--- config.mk ---
export PLATFORM = sky130hd
export DESIGN_NAME = exu_wbck_flat
export DESIGN_NICKNAME = d
export VERILOG_FILES = /design/src/rtl/exu_wbck_if.sv /design/src/rtl/exu_wbck.sv /design/src/flat_wrapper.sv
export SDC_FILE = /design/constraint.sdc
export NUM_CORES = 1
export LEC_CHECK = 0
export CORE_MARGIN = 2
export CORE_UTILIZATION = 35
export CTS_BUF_LIST = sky130_fd_sc_hd__clkbuf_8
export DETAILED_ROUTE_END_ITERATION = 6
export GPL_TIMING_DRIVEN = 0
export PLACE_DENSITY = 0.78
export SYNTH_ARGS = -nofsm -noshare
export SYNTH_HDL_FRONTEND = slang
export SYNTH_SLANG_ARGS = --single-unit
export TNS_END_PERCENT = 100
--- constraint.sdc ---
create_clock -name clk -period 2.1 [get_ports clk]
set_clock_uncertainty 0.15 [all_clocks]
set_input_delay 0.42 -clock clk [delete_from_list [all_inputs] [get_ports clk]]
set_output_delay 0.42 -clock clk [all_outputs]
set_load 0.02 [all_outputs]
--- src/rtl/exu_wbck_if.sv ---
// Write-back stage bus: ALU and LSU result handshakes, register-file write port and halt flag.
// master = producers/register-file side, slave = the exu_wbck stage.
`ifndef XLEN
`define XLEN 32
`endif

interface exu_wbck_if;
  logic              alu_wbck_i_valid;
  logic              alu_wbck_i_ready;
  logic [`XLEN-1:0]  alu_wbck_i_wdat;
  logic [4:0]        alu_wbck_i_rdidx;
  logic              alu_wbck_i_ebreak;

  logic              lsu_wbck_i_valid;
  logic              lsu_wbck_i_ready;
  logic [`XLEN-1:0]  lsu_wbck_i_wdat;
  logic [4:0]        lsu_wbck_i_rdidx;

  logic              rf_wbck_o_valid;
  logic              rf_wbck_o_ready;
  logic [`XLEN-1:0]  rf_wbck_o_wdat;
  logic [4:0]        rf_wbck_o_rdidx;

  logic              wbck_o_halted;

  modport master (
    output alu_wbck_i_valid, alu_wbck_i_wdat, alu_wbck_i_rdidx, alu_wbck_i_ebreak,
    input  alu_wbck_i_ready,
    output lsu_wbck_i_valid, lsu_wbck_i_wdat, lsu_wbck_i_rdidx,
    input  lsu_wbck_i_ready,
    input  rf_wbck_o_valid, rf_wbck_o_wdat, rf_wbck_o_rdidx,
    output rf_wbck_o_ready,
    input  wbck_o_halted
  );

  modport slave (
    input  alu_wbck_i_valid, alu_wbck_i_wdat, alu_wbck_i_rdidx, alu_wbck_i_ebreak,
    output alu_wbck_i_ready,
    input  lsu_wbck_i_valid, lsu_wbck_i_wdat, lsu_wbck_i_rdidx,
    output lsu_wbck_i_ready,
    output rf_wbck_o_valid, rf_wbck_o_wdat, rf_wbck_o_rdidx,
    input  rf_wbck_o_ready,
    output wbck_o_halted
  );
endinterface

--- src/rtl/exu_wbck.sv ---
// EXU write-back: one-entry buffer fed by LSU (priority) and ALU, sticky halt on committed ebreak.
// Optional LSU source enabled by defining EXU_WBCK_LSU_EN; otherwise the ALU is the only source.
//
// Handshake: a transfer happens on any channel when valid and ready are both 1 at a rising
// clk edge; a producer holds valid and payload stable until it sees ready, and ready never
// depends on the same channel's payload.
`ifndef XLEN
`define XLEN 32
`endif

module exu_wbck (
  input  logic        clk,
  input  logic        rst,
  exu_wbck_if.slave   bus,
  output logic [1:0]  dbg_state_o
);

  typedef enum logic [1:0] {
    ST_EMPTY = 2'd0,
    ST_FULL  = 2'd1,
    ST_HALT  = 2'd2
  } state_e;

  state_e            state_q, state_d;
  logic [`XLEN-1:0]  wdat_q, wdat_d;
  logic [4:0]        rdidx_q, rdidx_d;
  logic              ebreak_q, ebreak_d;
  logic              valid_q, halted_q;

  logic cap, lsu_req, lsu_take, alu_take, take;

`ifdef EXU_WBCK_LSU_EN
  assign lsu_req = bus.lsu_wbck_i_valid;
  assign bus.lsu_wbck_i_ready = cap;
`else
  logic unused_lsu;
  assign unused_lsu = ^{bus.lsu_wbck_i_valid, bus.lsu_wbck_i_wdat, bus.lsu_wbck_i_rdidx};
  assign lsu_req = 1'b0;
  assign bus.lsu_wbck_i_ready = 1'b0;
`endif

  assign bus.alu_wbck_i_ready = cap & ~lsu_req;

  // State register and registered outputs.
  always_ff @(posedge clk) begin
    if (rst) begin
      state_q  <= ST_EMPTY;
      wdat_q   <= '0;
      rdidx_q  <= '0;
      ebreak_q <= 1'b0;
      valid_q  <= 1'b0;
      halted_q <= 1'b0;
    end else begin
      state_q  <= state_d;
      wdat_q   <= wdat_d;
      rdidx_q  <= rdidx_d;
      ebreak_q <= ebreak_d;
      valid_q  <= (state_d == ST_FULL);
      halted_q <= (state_d == ST_HALT);
    end
  end

  // Next-state logic. A buffered ebreak blocks capture, so take is 0 on the FULL->HALT path.
  always_comb begin
    state_d = state_q;
    case (state_q)
      ST_EMPTY: if (take) state_d = ST_FULL;
      ST_FULL: begin
        if (bus.rf_wbck_o_ready) begin
          if (ebreak_q)   state_d = ST_HALT;
          else if (!take) state_d = ST_EMPTY;
        end
      end
      ST_HALT:  state_d = ST_HALT;
      default:  state_d = ST_EMPTY;
    endcase
  end

  // Output/datapath logic: capture enable, arbitration and the buffer's next contents.
  always_comb begin
    cap = 1'b0;
    if (!rst) begin
      cap = (state_q == ST_EMPTY) |
            ((state_q == ST_FULL) & bus.rf_wbck_o_ready & ~ebreak_q);
    end
    lsu_take = cap & lsu_req;
    alu_take = cap & ~lsu_req & bus.alu_wbck_i_valid;
    take     = lsu_take | alu_take;

    wdat_d   = wdat_q;
    rdidx_d  = rdidx_q;
    ebreak_d = ebreak_q;
    if (lsu_take) begin
      wdat_d   = bus.lsu_wbck_i_wdat;
      rdidx_d  = bus.lsu_wbck_i_rdidx;
      ebreak_d = 1'b0;
    end else if (alu_take) begin
      wdat_d   = bus.alu_wbck_i_wdat;
      rdidx_d  = bus.alu_wbck_i_rdidx;
      ebreak_d = bus.alu_wbck_i_ebreak;
    end
  end

  assign bus.rf_wbck_o_valid = valid_q;
  assign bus.rf_wbck_o_wdat  = wdat_q;
  assign bus.rf_wbck_o_rdidx = rdidx_q;
  assign bus.wbck_o_halted   = halted_q;
  assign dbg_state_o         = state_q;

endmodule

--- src/flat_wrapper.sv ---
// flat-port wrapper written by rule: the top's interface ports become plain ports
module exu_wbck_flat 
  (clk, rst, dbg_state_o, bus_alu_wbck_i_valid, bus_alu_wbck_i_wdat, bus_alu_wbck_i_rdidx, bus_alu_wbck_i_ebreak, bus_alu_wbck_i_ready, bus_lsu_wbck_i_valid, bus_lsu_wbck_i_wdat, bus_lsu_wbck_i_rdidx, bus_lsu_wbck_i_ready, bus_rf_wbck_o_valid, bus_rf_wbck_o_wdat, bus_rf_wbck_o_rdidx, bus_rf_wbck_o_ready, bus_wbck_o_halted);
  exu_wbck_if bus_i ();
  input  logic clk;
  input  logic rst;
  output logic [1:0] dbg_state_o;
  input wire logic [$bits(bus_i.alu_wbck_i_valid)-1:0] bus_alu_wbck_i_valid;
  input wire logic [$bits(bus_i.alu_wbck_i_wdat)-1:0] bus_alu_wbck_i_wdat;
  input wire logic [$bits(bus_i.alu_wbck_i_rdidx)-1:0] bus_alu_wbck_i_rdidx;
  input wire logic [$bits(bus_i.alu_wbck_i_ebreak)-1:0] bus_alu_wbck_i_ebreak;
  output wire logic [$bits(bus_i.alu_wbck_i_ready)-1:0] bus_alu_wbck_i_ready;
  input wire logic [$bits(bus_i.lsu_wbck_i_valid)-1:0] bus_lsu_wbck_i_valid;
  input wire logic [$bits(bus_i.lsu_wbck_i_wdat)-1:0] bus_lsu_wbck_i_wdat;
  input wire logic [$bits(bus_i.lsu_wbck_i_rdidx)-1:0] bus_lsu_wbck_i_rdidx;
  output wire logic [$bits(bus_i.lsu_wbck_i_ready)-1:0] bus_lsu_wbck_i_ready;
  output wire logic [$bits(bus_i.rf_wbck_o_valid)-1:0] bus_rf_wbck_o_valid;
  output wire logic [$bits(bus_i.rf_wbck_o_wdat)-1:0] bus_rf_wbck_o_wdat;
  output wire logic [$bits(bus_i.rf_wbck_o_rdidx)-1:0] bus_rf_wbck_o_rdidx;
  input wire logic [$bits(bus_i.rf_wbck_o_ready)-1:0] bus_rf_wbck_o_ready;
  output wire logic [$bits(bus_i.wbck_o_halted)-1:0] bus_wbck_o_halted;
  assign bus_i.alu_wbck_i_valid = bus_alu_wbck_i_valid;
  assign bus_i.alu_wbck_i_wdat = bus_alu_wbck_i_wdat;
  assign bus_i.alu_wbck_i_rdidx = bus_alu_wbck_i_rdidx;
  assign bus_i.alu_wbck_i_ebreak = bus_alu_wbck_i_ebreak;
  assign bus_alu_wbck_i_ready = bus_i.alu_wbck_i_ready;
  assign bus_i.lsu_wbck_i_valid = bus_lsu_wbck_i_valid;
  assign bus_i.lsu_wbck_i_wdat = bus_lsu_wbck_i_wdat;
  assign bus_i.lsu_wbck_i_rdidx = bus_lsu_wbck_i_rdidx;
  assign bus_lsu_wbck_i_ready = bus_i.lsu_wbck_i_ready;
  assign bus_rf_wbck_o_valid = bus_i.rf_wbck_o_valid;
  assign bus_rf_wbck_o_wdat = bus_i.rf_wbck_o_wdat;
  assign bus_rf_wbck_o_rdidx = bus_i.rf_wbck_o_rdidx;
  assign bus_i.rf_wbck_o_ready = bus_rf_wbck_o_ready;
  assign bus_wbck_o_halted = bus_i.wbck_o_halted;
  exu_wbck u_core (.clk(clk), .rst(rst), .bus(bus_i), .dbg_state_o(dbg_state_o));
endmodule
==> reports/results.md <==
| Parameter | This run | Unit |
| --- | --- | --- |
| Cell type contributing the most total cell area after synthesis | dfxtp_1 | - |
| Number of slew-limit violations in the final report | 0 | - |
| Final worst path period share | 93.86 | % |
| Setup violators final | 0 | - |
| Post-DP HPWL | 2742 | um |
| Most used flip-flop cell after synthesis | dfxtp_1 | - |
| Post-synthesis cell area | 0.001675 | mm^2 |
| Crit path buf inv count | 1 | - |
| Count of buffers inserted at the top-level ports | 83 | - |
| Via count of the first global-routing pass | 1275 | - |
| Ys Warns | 0 | - |
| Min setup slack post-route | 0.1289 | ns |
| Detail Route Antenna Nets | 0 | - |
| Crit path required time | 1.53 | ns |
| CP max stage delay | 0.66 | ns |
| Endpoint type of the worst setup path | primary output | - |
| Worst-path cell with the longest stage delay | clkdlybuf4s50_1 | - |
| Sequential cell area fraction in the yosys report | 50.19 | % |
| Number of buffers created by CTS | 5 | - |
| Die Ht | 73.19 | um |
| Largest net degree at the start of global routing | 12 | - |
| Placed cell areas | 0.002574 | mm^2 |
| Lkg Pwr | 1.079 | nW |
| Critical path launch point type | register | - |
| Power per unit of standard cell area | 682.6 | mW/mm^2 |
| Placement-stage worst setup slack | -0.6976 | ns |
| Clk Latency, worst-skew pair | 0.28 | ns |
| Proportion of synthesized flip-flops having asynchronous set or reset | 0 | % |
| Total routed wirelength | 3632 | um |
| Synth unique cells | 17 | - |
| Number of top-level pins | 123 | - |
| Worst R2R Path Depth | 5 | - |
| Placeable core region | 0.004661 | mm^2 |
| Clock tree buffer depth | 2 | - |
| Nets in the synthesized netlist | 221 | - |
| Number of inserted diodes | 0 | - |
| Detail-routed via count per cell | 4.462 | - |
| Final Hold Viols | 0 | - |
| Effective utilization at floorplan | 35.95 | % |
| Cell types with the largest area share after synthesis | dfxtp_1 50%, nor2b_1 15%, mux2_1 13% | - |
| Total negative slack | 0 | ns |
| Outcome | completed | - |
| Critical Path AT | 1.40 | ns |
| Clock H-tree levels | 2 | - |
| Max-Cap Viols | 0 | - |
| Number of buffers added to fix hold violations after cts | 0 | - |
| Floorplan row count | 25 | - |
| Flops & latches, synth | 42 | - |
| Area of all placed cells without fillers | 0.002669 | mm^2 |
| Min-Delay Path Class | reg2reg | - |
| Peak ir drop on the vdd network | 0.4238 | mV |
| Remaining Overflow, GRT | 0 | - |
| Area of the die | 0.005356 | mm^2 |
| Routed length per placed instance | 12.70 | um |
| Net count reported at finish | 313 | - |
| Avg Cell Area, Syn | 11.88 | um^2 |
| End-of-flow core utilization | 57.26 | % |
| GRT Total Usage | 13.97 | % |
| RePlAce Congestion | 0.7131 | - |
| Post-synthesis cell count | 141 | - |
| Critical path depth | 1 | - |
| Hold_ws | 0.4324 | ns |
| Type of the worst setup path | reg2out | - |
| Die width | 73.19 | um |
| Share of the synthesized area in the top cell type | 50.19 | % |
| Peak clock frequency supported by timing | 0.5073 | GHz |
| Global-route wire length before repair | 5644 | um |
| Number of DRC markers in iteration 0 | 19 | - |
| 1st-pass router iterations | 3 | - |
| Number of enable-type register cells in the synthesized netlist | 0 | - |
| Fraction of layout instances using a drive strength above 1 | 15.52 | % |
| Highest fanout seen on the critical path | 7 | - |
| DRC violations left | 0 | - |
| Area added between synthesis and finish | 59.30 | % |
| Largest delay contributor family on the critical path | buffers and inverters | - |
| Crit path time final | 1.971 | ns |
| Initial antenna violation count | 0 | - |
| Unrepaired setup endpoints after global routing | false | - |
| Clk root buf | clkbuf_8 | - |
| Ordered cell list for the critical path | clkdlybuf4s50_1 | - |
| Number of vias after detailed routing | 1276 | - |
| TritonCTS clock tree | done | - |
| Min-Delay Path Depth | 2 | - |
| Clock net sink count | 42 | - |
| Clk slew on worst S/H paths | 0.07 | ns |
==> final timing paths <==
check	start	end	slack (ns)
min reg2reg	u_core.bus.rf_wbck_o_wdat[1]	u_core.bus.rf_wbck_o_wdat[1]	0.43
max	u_core.dbg_state_o[0]	dbg_state_o[0]	0.13
min	u_core.bus.rf_wbck_o_wdat[1]	u_core.bus.rf_wbck_o_wdat[1]	0.43
max reg2reg	u_core.ebreak_q	u_core.bus.rf_wbck_o_wdat[5]	0.29
==> registers in the layout, indices dropped and copies added (netlist names) <==
signal / flops
u_core.ebreak_q: 1
u_core.bus.wbck_o_halted: 1
u_core.bus.rf_wbck_o_rdidx: 5
u_core.bus.rf_wbck_o_valid: 1
u_core.bus.rf_wbck_o_wdat: 32
u_core.dbg_state_o: 2
==> cell usage in the layout, fill, tap and decap left out <==
cell	n
clkdlybuf4s50_1	80
dfxtp_1	42
nor2b_1	39
mux2_1	20
mux2_2	19
clkbuf_8	6
buf_4	4
buf_6	3
clkbuf_1	3
buf_2	2
nor2_1	2
nor3_1	2
nand2b_4	1
a211oi_1	1
inv_1	1
a2111oi_4	1
nand3_1	1
nand2_1	1
a21oi_1	1
conb_1	1
dlymetal6s2s_1	1
dlygate4sd2_1	1
==> cells in the mapped netlist (2+ instances only) <==
library cell  instances
buf_6                 3
dfxtp_1              42
nor2_1                2
buf_4                 2
mux2_1               20
nor2b_1              39
mux2_2               19
clkbuf_1              4
nor3_1                2
==> timing repair <==
item | in CTS | in global routing
setup endpoints to repair | 21 | 26
resized for setup | 7 | 2
setup buffers | 2 | 0
pin swaps | 0 | 0
==> metrics by stage <==
stage	cells	total power, mW
after floorplan	141	1.113
after global placement	278	1.334
after detailed placement	278	1.341
after CTS	286	1.847
after global routing	286	1.913
final	286	1.822
==> kinds of logic (layout without fill, tap and decap cells) <==
family                 count (synthesis)  after routing  synth area share [%]
and+or+nand+nor                       46             46                 16.95
other                                  1              1                0.2238
muxes                                 39             39                 26.21
DFF                                   42             42                 50.19
AOI/OAI and AO/OA                      3              3                 2.390
buffers and inverters                 10            101                 4.032
==> layer usage <==
metal	wire length [um]	GRT usage (%)
met1	1512	15.81
met2	1787	22.92
met3	315	7.459
met4	17	3.704
met5	0	0
==> layout make-up <==
cell class,count,area (um^2)
tap,54,67.56
fill,429,1992
timing repair buffer,85,842.1
buffer,9,65.06
multi-input combinational,89,767.0
sequential,42,840.8
inverter,1,3.754
clock buffer,6,82.58
==> where the power goes <==
part	leakage, nW	switching (mW)	internal (mW)
Sequential	0.347	0.0293	0.860
Clock	0.0431	0.249	0.254
Combinational	0.689	0.174	0.255
Total	1.08	0.452	1.37
Note: power is estimated with default switching activity, not from simulation.
